## src/rtl/uart_pkg.sv

```systemverilog
// Shared types and helpers for the UART echo path.
// UART_ECHO_PARITY_EN adds the even-parity states to both FSM enums.
package uart_pkg;

  localparam logic IDLE_LEVEL  = 1'b1;
  localparam logic START_LEVEL = 1'b0;

  typedef enum logic [2:0] {
    RX_IDLE,
    RX_START,
    RX_DATA,
`ifdef UART_ECHO_PARITY_EN
    RX_PARITY,
`endif
    RX_STOP
  } rx_state_t;

  typedef enum logic [2:0] {
    TX_IDLE,
    TX_START,
    TX_DATA,
`ifdef UART_ECHO_PARITY_EN
    TX_PARITY,
`endif
    TX_STOP
  } tx_state_t;

  // Even parity over up to 9 payload bits; callers zero-extend narrower data.
  function automatic logic parity_of(input logic [8:0] d);
    return ^d;
  endfunction

endpackage

```

## src/rtl/sync_fifo.sv

```systemverilog
// Single-clock FIFO with wrap-bit pointers and first-word-fall-through read.
module sync_fifo #(
  parameter int WIDTH = 8,
  parameter int DEPTH = 16,
  localparam int AW = $clog2(DEPTH)
) (
  input  logic             clk,
  input  logic             rst_n,
  input  logic             push,
  input  logic             pop,
  input  logic [WIDTH-1:0] wdata,
  output logic [WIDTH-1:0] rdata,
  output logic             full,
  output logic             empty,
  output logic [AW:0]      level
);

  logic [AW:0]      wr_ptr, rd_ptr;
  logic [WIDTH-1:0] mem [DEPTH];
  logic             do_push, do_pop;

  // A pop in the same cycle frees the slot, so a push on full still lands.
  assign do_pop  = pop && !empty;
  assign do_push = push && (!full || do_pop);

  assign full  = (wr_ptr[AW] != rd_ptr[AW]) && (wr_ptr[AW-1:0] == rd_ptr[AW-1:0]);
  assign empty = (wr_ptr == rd_ptr);
  assign level = wr_ptr - rd_ptr;
  assign rdata = mem[rd_ptr[AW-1:0]];

  always_ff @(posedge clk) begin
    if (!rst_n) begin
      wr_ptr <= '0;
      rd_ptr <= '0;
    end else begin
      if (do_push) wr_ptr <= wr_ptr + 1'b1;
      if (do_pop)  rd_ptr <= rd_ptr + 1'b1;
    end
  end

  always_ff @(posedge clk) begin
    if (do_push) mem[wr_ptr[AW-1:0]] <= wdata;
  end

endmodule

```

## src/rtl/uart_echo_fifo.sv

```systemverilog
// UART receiver -> FIFO -> UART transmitter echo engine, single clock domain.
// Define UART_ECHO_PARITY_EN to add an even-parity bit to both directions.
module uart_echo_fifo
  import uart_pkg::*;
#(
  parameter int CLKS_PER_BIT = 1250,
  parameter int DATA_BITS    = 8,
  parameter int FIFO_DEPTH   = 16
) (
  input  logic                          hwclk,
  input  logic                          rst_n,
  input  logic                          ftdi_rx,
  output logic                          ftdi_tx,
  input  logic                          tx_hold,
  output logic                          led1,
  output logic                          overflow,
  output logic                          frame_err,
  output logic [$clog2(FIFO_DEPTH):0]   fifo_level
);

  localparam int CW = $clog2(CLKS_PER_BIT);
  localparam logic [CW-1:0] CPB_M1   = CW'(CLKS_PER_BIT - 1);
  localparam logic [CW-1:0] HALF_M1  = CW'(CLKS_PER_BIT / 2 - 1);
  localparam logic [3:0]    LAST_BIT = 4'(DATA_BITS - 1);

  logic rx_s1, rx_s2;

  rx_state_t            rx_state, rx_state_n;
  logic [CW-1:0]        rx_cnt, rx_cnt_n;
  logic [3:0]           rx_bit, rx_bit_n;
  logic [DATA_BITS-1:0] rx_sr, rx_sr_n;
  logic                 rx_par_ok;
  logic                 push, ferr_set;

  tx_state_t            tx_state, tx_state_n;
  logic [CW-1:0]        tx_cnt, tx_cnt_n;
  logic [3:0]           tx_bit, tx_bit_n;
  logic [DATA_BITS-1:0] tx_sr, tx_sr_n;
  logic                 tx_end, tx_line_n, start_ok, pop;

  logic [DATA_BITS-1:0] rdata;
  logic                 full, empty;

`ifdef UART_ECHO_PARITY_EN
  logic rx_par, rx_par_n, tx_par, tx_par_n;
  assign rx_par_ok = (parity_of(9'(rx_sr)) == rx_par);
`else
  assign rx_par_ok = 1'b1;
`endif

  sync_fifo #(.WIDTH(DATA_BITS), .DEPTH(FIFO_DEPTH)) u_fifo (
    .clk   (hwclk),
    .rst_n (rst_n),
    .push  (push),
    .pop   (pop),
    .wdata (rx_sr),
    .rdata (rdata),
    .full  (full),
    .empty (empty),
    .level (fifo_level)
  );

  // Receiver: counter restarts at each sample so later samples stay mid-bit.
  always_comb begin
    rx_state_n = rx_state;
    rx_cnt_n   = rx_cnt + 1'b1;
    rx_bit_n   = rx_bit;
    rx_sr_n    = rx_sr;
    push       = 1'b0;
    ferr_set   = 1'b0;
`ifdef UART_ECHO_PARITY_EN
    rx_par_n   = rx_par;
`endif
    unique case (rx_state)
      RX_IDLE: begin
        rx_cnt_n = '0;
        if (rx_s2 == START_LEVEL) rx_state_n = RX_START;
      end
      RX_START: if (rx_cnt == HALF_M1) begin
        rx_cnt_n   = '0;
        rx_bit_n   = '0;
        rx_state_n = (rx_s2 == START_LEVEL) ? RX_DATA : RX_IDLE;
      end
      RX_DATA: if (rx_cnt == CPB_M1) begin
        rx_cnt_n = '0;
        rx_sr_n  = {rx_s2, rx_sr[DATA_BITS-1:1]};
        rx_bit_n = rx_bit + 1'b1;
`ifdef UART_ECHO_PARITY_EN
        if (rx_bit == LAST_BIT) rx_state_n = RX_PARITY;
`else
        if (rx_bit == LAST_BIT) rx_state_n = RX_STOP;
`endif
      end
`ifdef UART_ECHO_PARITY_EN
      RX_PARITY: if (rx_cnt == CPB_M1) begin
        rx_cnt_n   = '0;
        rx_par_n   = rx_s2;
        rx_state_n = RX_STOP;
      end
`endif
      RX_STOP: if (rx_cnt == CPB_M1) begin
        rx_cnt_n   = '0;
        rx_state_n = RX_IDLE;
        if (rx_s2 == IDLE_LEVEL && rx_par_ok) push     = 1'b1;
        else                                  ferr_set = 1'b1;
      end
      default: rx_state_n = RX_IDLE;
    endcase
  end

  assign start_ok = !empty && !tx_hold;

  // Transmitter: the end of a stop bit doubles as an idle decision point so
  // queued bytes go out back-to-back.
  always_comb begin
    tx_state_n = tx_state;
    tx_cnt_n   = tx_cnt + 1'b1;
    tx_bit_n   = tx_bit;
    tx_sr_n    = tx_sr;
    pop        = 1'b0;
    tx_end     = (tx_cnt == CPB_M1);
`ifdef UART_ECHO_PARITY_EN
    tx_par_n   = tx_par;
`endif
    case (tx_state)
      TX_IDLE: begin
        tx_cnt_n = '0;
        if (start_ok) begin
          pop        = 1'b1;
          tx_state_n = TX_START;
        end
      end
      TX_START: if (tx_end) begin
        tx_cnt_n   = '0;
        tx_bit_n   = '0;
        tx_state_n = TX_DATA;
      end
      TX_DATA: if (tx_end) begin
        tx_cnt_n = '0;
        tx_sr_n  = tx_sr >> 1;
        tx_bit_n = tx_bit + 1'b1;
`ifdef UART_ECHO_PARITY_EN
        if (tx_bit == LAST_BIT) tx_state_n = TX_PARITY;
`else
        if (tx_bit == LAST_BIT) tx_state_n = TX_STOP;
`endif
      end
`ifdef UART_ECHO_PARITY_EN
      TX_PARITY: if (tx_end) begin
        tx_cnt_n   = '0;
        tx_state_n = TX_STOP;
      end
`endif
      TX_STOP: if (tx_end) begin
        tx_cnt_n = '0;
        if (start_ok) begin
          pop        = 1'b1;
          tx_state_n = TX_START;
        end else begin
          tx_state_n = TX_IDLE;
        end
      end
      default: tx_state_n = TX_IDLE;
    endcase
    if (pop) begin
      tx_sr_n  = rdata;
`ifdef UART_ECHO_PARITY_EN
      tx_par_n = parity_of(9'(rdata));
`endif
    end
    case (tx_state_n)
      TX_START:  tx_line_n = START_LEVEL;
      TX_DATA:   tx_line_n = tx_sr_n[0];
`ifdef UART_ECHO_PARITY_EN
      TX_PARITY: tx_line_n = tx_par_n;
`endif
      default:   tx_line_n = IDLE_LEVEL;
    endcase
  end

  always_ff @(posedge hwclk) begin
    if (!rst_n) begin
      rx_s1     <= IDLE_LEVEL;
      rx_s2     <= IDLE_LEVEL;
      rx_state  <= RX_IDLE;
      rx_cnt    <= '0;
      rx_bit    <= '0;
      rx_sr     <= '0;
      tx_state  <= TX_IDLE;
      tx_cnt    <= '0;
      tx_bit    <= '0;
      tx_sr     <= '0;
      ftdi_tx   <= IDLE_LEVEL;
      led1      <= 1'b0;
      overflow  <= 1'b0;
      frame_err <= 1'b0;
`ifdef UART_ECHO_PARITY_EN
      rx_par    <= 1'b0;
      tx_par    <= 1'b0;
`endif
    end else begin
      rx_s1    <= ftdi_rx;
      rx_s2    <= rx_s1;
      rx_state <= rx_state_n;
      rx_cnt   <= rx_cnt_n;
      rx_bit   <= rx_bit_n;
      rx_sr    <= rx_sr_n;
      tx_state <= tx_state_n;
      tx_cnt   <= tx_cnt_n;
      tx_bit   <= tx_bit_n;
      tx_sr    <= tx_sr_n;
      ftdi_tx  <= tx_line_n;
`ifdef UART_ECHO_PARITY_EN
      rx_par   <= rx_par_n;
      tx_par   <= tx_par_n;
`endif
      if (push && (!full || pop)) led1      <= ~led1;
      if (push && full && !pop)   overflow  <= 1'b1;
      if (ferr_set)               frame_err <= 1'b1;
    end
  end

endmodule

```

## config.mk

```make
export PLATFORM = sky130hd
export DESIGN_NAME = uart_echo_fifo
export DESIGN_NICKNAME = d
export VERILOG_FILES = /design/src/rtl/uart_pkg.sv /design/src/rtl/sync_fifo.sv /design/src/rtl/uart_echo_fifo.sv
export SDC_FILE = /design/constraint.sdc
export NUM_CORES = 1
export LEC_CHECK = 0
export ABC_CLOCK_PERIOD_IN_PS = 4080
export BUFFER_PORTS_ARGS = -buffer_cell sky130_fd_sc_hd__buf_2
export CORE_ASPECT_RATIO = 1.25
export CORE_MARGIN = 1.5
export CORE_UTILIZATION = 45
export CTS_CLUSTER_SIZE = 28
export DETAILED_ROUTE_END_ITERATION = 12
export GPL_TIMING_DRIVEN = 0
export PLACE_DENSITY_LB_ADDON = 0.25
export SYNTH_ARGS = -nofsm -noshare
export SYNTH_HDL_FRONTEND = slang
export SYNTH_HIERARCHICAL = 1
export SYNTH_SLANG_ARGS = --single-unit
```

## constraint.sdc

```tcl
create_clock -name hwclk -period 4.08 [get_ports hwclk]
set_input_delay 0.408 -clock hwclk [delete_from_list [all_inputs] [get_ports hwclk]]
set_output_delay 0.408 -clock hwclk [all_outputs]
set_load 0.05 [all_outputs]
```

==> results.json, run 1 <==
{
  "core_sq_mm": 0.0176,
  "root_buffer": "clkbuf_16",
  "vias": 4626,
  "postCtsSetupBuffers": 0,
  "syn_inst": 576,
  "cts_resized": 3,
  "fin_worst_skew_ps": 8.87,
  "required_ps": 4140,
  "antenna_cells": 0,
  "io_pins": 13,
  "die_x_um": 123,
  "grt_use_met3_pct": 3.58,
  "slew_headroom_pct": 34.1,
  "status": "finished clean",
  "ys_warn_count": 6,
  "syn_area_per_cell_sq_um": 14.1,
  "r2r_cells": 10,
  "p_leak_nw": 2.97,
  "fill_cells": 1465,
  "grt_overflow": 0,
  "synth-edff-count": 128,
  "yosysUniqueCellTypes": 57,
  "grtUsageMet2_pct": 29.7,
  "syn-num-nets": 597,
  "grt_pass1_vias": 4715,
  "critical_path.endpoint_type": "flip-flop",
  "reg2reg_to": "u_fifo/mem[10][7]",
  "clock.fmax_mhz": 273,
  "clock_sinks": 199,
  "layout.nets": 628,
  "hold_path_class": "input pin to flip-flop",
  "place_congestion": 0.785,
  "ant_nets": 0,
  "drt_iter0_drc": 285,
  "wl_per_cell_um": 18.2,
  "cts_buffers": 17,
  "period_share_pct": 89.9,
  "drive_above_1_share_pct": 14.8,
  "finalHoldViolCount": 0,
  "grt_use_met1_pct": 22.5,
  "synth_top_area_cell": "edfxtp_1",
  "min_to": "rx_s1",
  "fin_ws_ps": 414,
  "yosysSeqAreaShare_pct": 64.8,
  "start_kind": "flip-flop",
  "num_rows": 54,
  "cp_max_fo": 10,
  "synthTopCellsByCount": "edfxtp_1 (128), nor2_1 (74), dfxtp_1 (71), nand2_1 (36), mux4_2 (32)",
  "routed_wl_um": 15300,
  "setup_tns_ps": 0,
  "viasPerCell": 5.48,
  "cts_tree": "built",
  "peakVddDrop_uv": 310,
  "top_usage_layer": "met2",
  "grt_max_degree": 19,
  "async_flop_share_pct": 0,
  "r2r-start": "u_fifo/wr_ptr[0]",
  "clkLatencyLatePin_ps": 430,
  "drc": 0,
  "grt_pass1_wl_um": 24800,
  "synth.most_common_cell": "edfxtp_1",
  "cap_violations": 0,
  "yosys.area.top_type_share_pct": 47.3,
  "cts.clk_slew.worst_paths_ps": 70,
  "dr.pass1.iters": 4,
  "synth-main-ff-cell": "edfxtp_1",
  "worstMarginPinSlew_ps": 985,
  "cts_hold_buf": 0,
  "areaGrowthSynthToFinish_pct": 11.9,
  "antenna_found_initial": 0,
  "dp_hpwl_um": 10600,
  "port_buffers": 12,
  "min_delay_path_depth": 2,
  "worstPathArrival_ps": 3720,
  "path_class": "flip-flop to flip-flop",
  "die_y_um": 153,
  "die_area_sq_mm": 0.0189,
  "reg2reg_setup_slack_ps": 410,
  "place_ws_ps": -37.1,
  "floorplan.initialDensity_pct": 46.3,
  "rsz0062_at_grt": "no",
  "setup_viol": 0,
  "clock_path_buffers": 2,
  "min_from": "ftdi_rx",
  "synth_area_leaders": "edfxtp_1 (47%), dfxtp_1 (17%), mux4_2 (8.9%)",
  "period_needed_ps": 3670,
  "synth.cell_area_sq_mm": 0.00813,
  "maxSlewViolCount": 0,
  "power_density_mw_per_mm2": 426,
  "htree_levels": 4,
  "synth-seq-cells": 199,
  "grtUsageTotal_pct": 17.8
}
-- where the power goes --
part           total [W]  switching, W  internal [W]  leakage (nW)
registers        0.00213    0.00000523       0.00212          1.76
logic          0.0000259     0.0000183    0.00000756         0.911
clock network    0.00173      0.000702       0.00102         0.297
-- cell families after synthesis --
group,after synthesis,synth area share [%]
and+or+nand+nor,182,11.1
DFF,199,64.8
AOI/OAI and AO/OA,59,5.05
xor gates and xnor gates,34,3.76
adders and majority gates,17,2.71
other,1,0.0461
muxes,46,10.6
buffers and inverters,38,1.97
-- state kept, by name (all words and copies together) (netlist names), named ones only --
signal         flops
u_fifo/mem       128
rx_cnt            11
tx_cnt            11
rx_sr              8
tx_sr              8
u_fifo/rd_ptr      5
u_fifo/wr_ptr      5
rx_bit             4
tx_bit             4
tx_state           3
rx_state           2
frame_err          1
ftdi_tx            1
led1               1
overflow           1
rx_s1              1
rx_s2              1
-- critical path, stage by stage, from the launching register on --
cell and delay (ps):
dfxtp_1 390, inv_1 130, ha_1 360, nand4_4 170
nor2_1 60, or4_1 500, buf_4 170, inv_1 260
o31a_1 330, nand2_1 230, nor2_1 670
-- layout make-up --
class	count	area [sq um]	share of cell area (%)
Sequential cell	199	5270	57.9
Multi-Input combinational cell	339	2720	29.9
Clock buffer	19	433	4.76
Tap cell	224	280	3.08
Clock inverter	13	176	1.94
Buffer	22	100	1.10
Timing Repair Buffer	12	60.1	0.660
Inverter	16	60.1	0.660
-- per-stage QoR --
stage	hold slack [ps]	cell area (sq um)	power, W	utilization, %	std cells
global route	140	9100	0.00400	51.8	844
finish	157	9100	0.00388	51.8	844
CTS	143	9090	0.00391	51.8	844
global placement	402	8470	0.00220	48.2	812
floorplan	386	8130	0.00219	-	576
detailed placement	392	8470	0.00220	48.2	812
-- layer usage --
metal  vias to the layer above  share of wire (%)
li1                       2206                  -
met1                      2326                 43
met2                        70                 52
met3                        24                3.1
met4                         0                2.5
met5                         -                  0
-- how the worst max path moves through the flow --
stage,endpoint,startpoint,cells past startpoint
2_1_floorplan,u_fifo/mem[0][0],u_fifo/wr_ptr[0],10
3_3_place_gp,u_fifo/mem[2][3],u_fifo/wr_ptr[0],10
3_5_place_dp,u_fifo/mem[0][3],u_fifo/wr_ptr[0],10
4_1_cts,u_fifo/mem[3][5],u_fifo/wr_ptr[0],9
5_1_grt,u_fifo/mem[5][0],u_fifo/wr_ptr[0],10
6_report,u_fifo/mem[10][7],u_fifo/wr_ptr[0],10
-- cell usage in the layout, fill, tap and decap left out, types with 16 or more instances in the layout --
master / Yosys / layout
dfxtp_1: 71 / 71
mux4_2: 32 / 32
xnor2_1: 20 / 20
buf_2: 4 / 16
ha_1: 16 / 16
edfxtp_1: 128 / 128
a22oi_1: 17 / 17
nor2_1: 74 / 74
clkbuf_16: 0 / 17
nand2_1: 36 / 36
No activity file was read; power rests on OpenSTA's default activity.
==> run 2, diff against run 1 <==
- BUFFER_PORTS_ARGS: -buffer_cell sky130_fd_sc_hd__buf_2 -> -buffer_cell sky130_fd_sc_hd__buf_4
- CELL_PAD_IN_SITES_DETAIL_PLACEMENT: not set -> 0
- CELL_PAD_IN_SITES_GLOBAL_PLACEMENT: not set -> 1
==> run 2 against run 1 <==
Setup slack got worse by 40 ps. Maximum frequency down 1.1%. Critical endpoint is now u_fifo/mem[9][2]. Count of clock-buffer cells in the layout decreased by 2. Non-clock buffer count unchanged. Clock skew increased by 4.3 ps. Cell area barely moved.
==> results.json, run 2 (synthesized netlist as in run 1, its figures left out) <==
{
  "vias": 4621,
  "hold_path_class": "input pin to flip-flop",
  "power_density_mw_per_mm2": 415,
  "cts.clk_slew.worst_paths_ps": 70,
  "dp_hpwl_um": 10800,
  "grt_pass1_vias": 4713,
  "antenna_found_initial": 0,
  "core_sq_mm": 0.0176,
  "clock_sinks": 199,
  "period_needed_ps": 3710,
  "root_buffer": "clkbuf_16",
  "die_area_sq_mm": 0.0189,
  "p_comb_share_pct": 0.7,
  "p_sw_share_pct": 20.9,
  "die_y_um": 153,
  "wl_per_cell_um": 18.6,
  "required_ps": 4140,
  "place_ws_ps": 4.61,
  "power.internal_w": 0.00299,
  "final_common_cell": "edfxtp_1",
  "largest_reg_flops": 128,
  "path_class": "flip-flop to flip-flop",
  "clkLatencyLatePin_ps": 440,
  "slowest_delay_ps": 740,
  "floorplan.initialDensity_pct": 46.3,
  "port_buffers": 12,
  "clkPwrFrac_pct": 43.0,
  "drc": 0,
  "grt_overflow": 0,
  "dr.pass1.iters": 4,
  "slowest_stage": "nor2_1",
  "fin_ws_ps": 375,
  "seq_power_share_pct": 56.3,
  "status": "finished clean",
  "die_x_um": 123,
  "slew_headroom_pct": 35.5,
  "rsz0062_at_grt": "no",
  "place_congestion": 0.776,
  "viasPerCell": 5.48,
  "layout.nets": 628,
  "maxSlewViolCount": 0,
  "htree_levels": 4,
  "start_kind": "flip-flop",
  "cp_max_fo": 10,
  "drive_above_1_share_pct": 15.5,
  "fin_worst_skew_ps": 13.2,
  "finalHoldViolCount": 0,
  "critical_path.endpoint_type": "flip-flop",
  "setup_tns_ps": 0,
  "antenna_cells": 0,
  "grt_max_degree": 19,
  "drt_iter0_drc": 294,
  "areaGrowthSynthToFinish_pct": 11.8,
  "worstPathArrival_ps": 3760,
  "grt_pass1_wl_um": 25100,
  "clock.fmax_mhz": 270,
  "cts_tree": "built",
  "worstMarginPinSlew_ps": 963,
  "clock_path_buffers": 2,
  "p_sw_w": 0.000791,
  "routed_wl_um": 15700,
  "setup_viol": 0,
  "io_pins": 13,
  "num_rows": 54,
  "peakVddDrop_uv": 251,
  "period_share_pct": 90.8,
  "cts_buffers": 17,
  "cap_violations": 0,
  "grtUsageTotal_pct": 18.0,
  "p_leak_nw": 2.95,
  "ant_nets": 0,
  "crit_chain": "inv_1 -> ha_1 -> nand4_4 -> nor2_1 -> or4_1 -> buf_4 -> inv_1 -> o31a_1 -> nand2_1 -> nor2_1",
  "final_cell_mix": "edfxtp_1 (128), nor2_1 (74), dfxtp_1 (71)"
}
==> run 2: what timing repair did <==
item / CTS / global route
setup buffers: 0 / 0
pin swaps: 0 / 0
hold buffers: 0 / 0
resized for setup: 1 / 2
setup endpoints to repair: 8 / 16
==> run 2: area by class of cell <==
class,count,area (sq um)
Fill cell,1504,8480
Multi-Input combinational cell,339,2720
Timing Repair Buffer,12,90.1
Inverter,16,60.1
Tap cell,224,280
Clock inverter,15,146
Clock buffer,17,425
Sequential cell,199,5270
Buffer,22,100
==> run 2: power by group through the flow <==
stage / Combinational (W) / Sequential, W / Clock, W
CTS: 0.0000281 / 0.00212 / 0.00166
detailed placement: 0.0000278 / 0.00217 / 0
floorplan: 0.0000172 / 0.00217 / 0
global placement: 0.0000273 / 0.00217 / 0
global route: 0.0000312 / 0.00212 / 0.00174
finish: 0.0000272 / 0.00212 / 0.00162
==> run 2: worst paths after layout <==
kind,startpoint,end,slack (ps),cells past startpoint
max reg2reg,u_fifo/wr_ptr[0],u_fifo/mem[9][2],370,10
max,u_fifo/wr_ptr[0],u_fifo/mem[9][2],370,10
min reg2reg,rx_s1,rx_s2,420,1
min,ftdi_rx,rx_s1,150,2
==> run 2: stage by stage <==
stage	power (W)	instance area [sq um]	instances	hold slack [ps]	util (%)
floorplan	0.00219	8130	576	386	-
global placement	0.00220	8500	812	404	48.4
detailed placement	0.00220	8500	812	401	48.4
CTS	0.00381	9070	844	135	51.7
global route	0.00390	9090	844	153	51.7
finish	0.00378	9090	844	148	51.7
==> run 2: worst max-delay path, delay by kind of cell, from the launching register on <==
family / cells / cell delay, ps
buffers and inverters: 3 / 580
DFF: 1 / 380
and+or+nand+nor: 5 / 1660
adders and majority gates: 1 / 360
AOI/OAI and AO/OA: 1 / 340
==> run 2: routing by layer <==
metal / part of all wire, % / GRT usage (%) / up-vias
li1: - / - / 2205
met1: 44 / 23.1 / 2326
met2: 51 / 29.8 / 74
met3: 3.5 / 3.43 / 16
met4: 1.6 / 7.22 / 0
met5: 0 / 0 / -
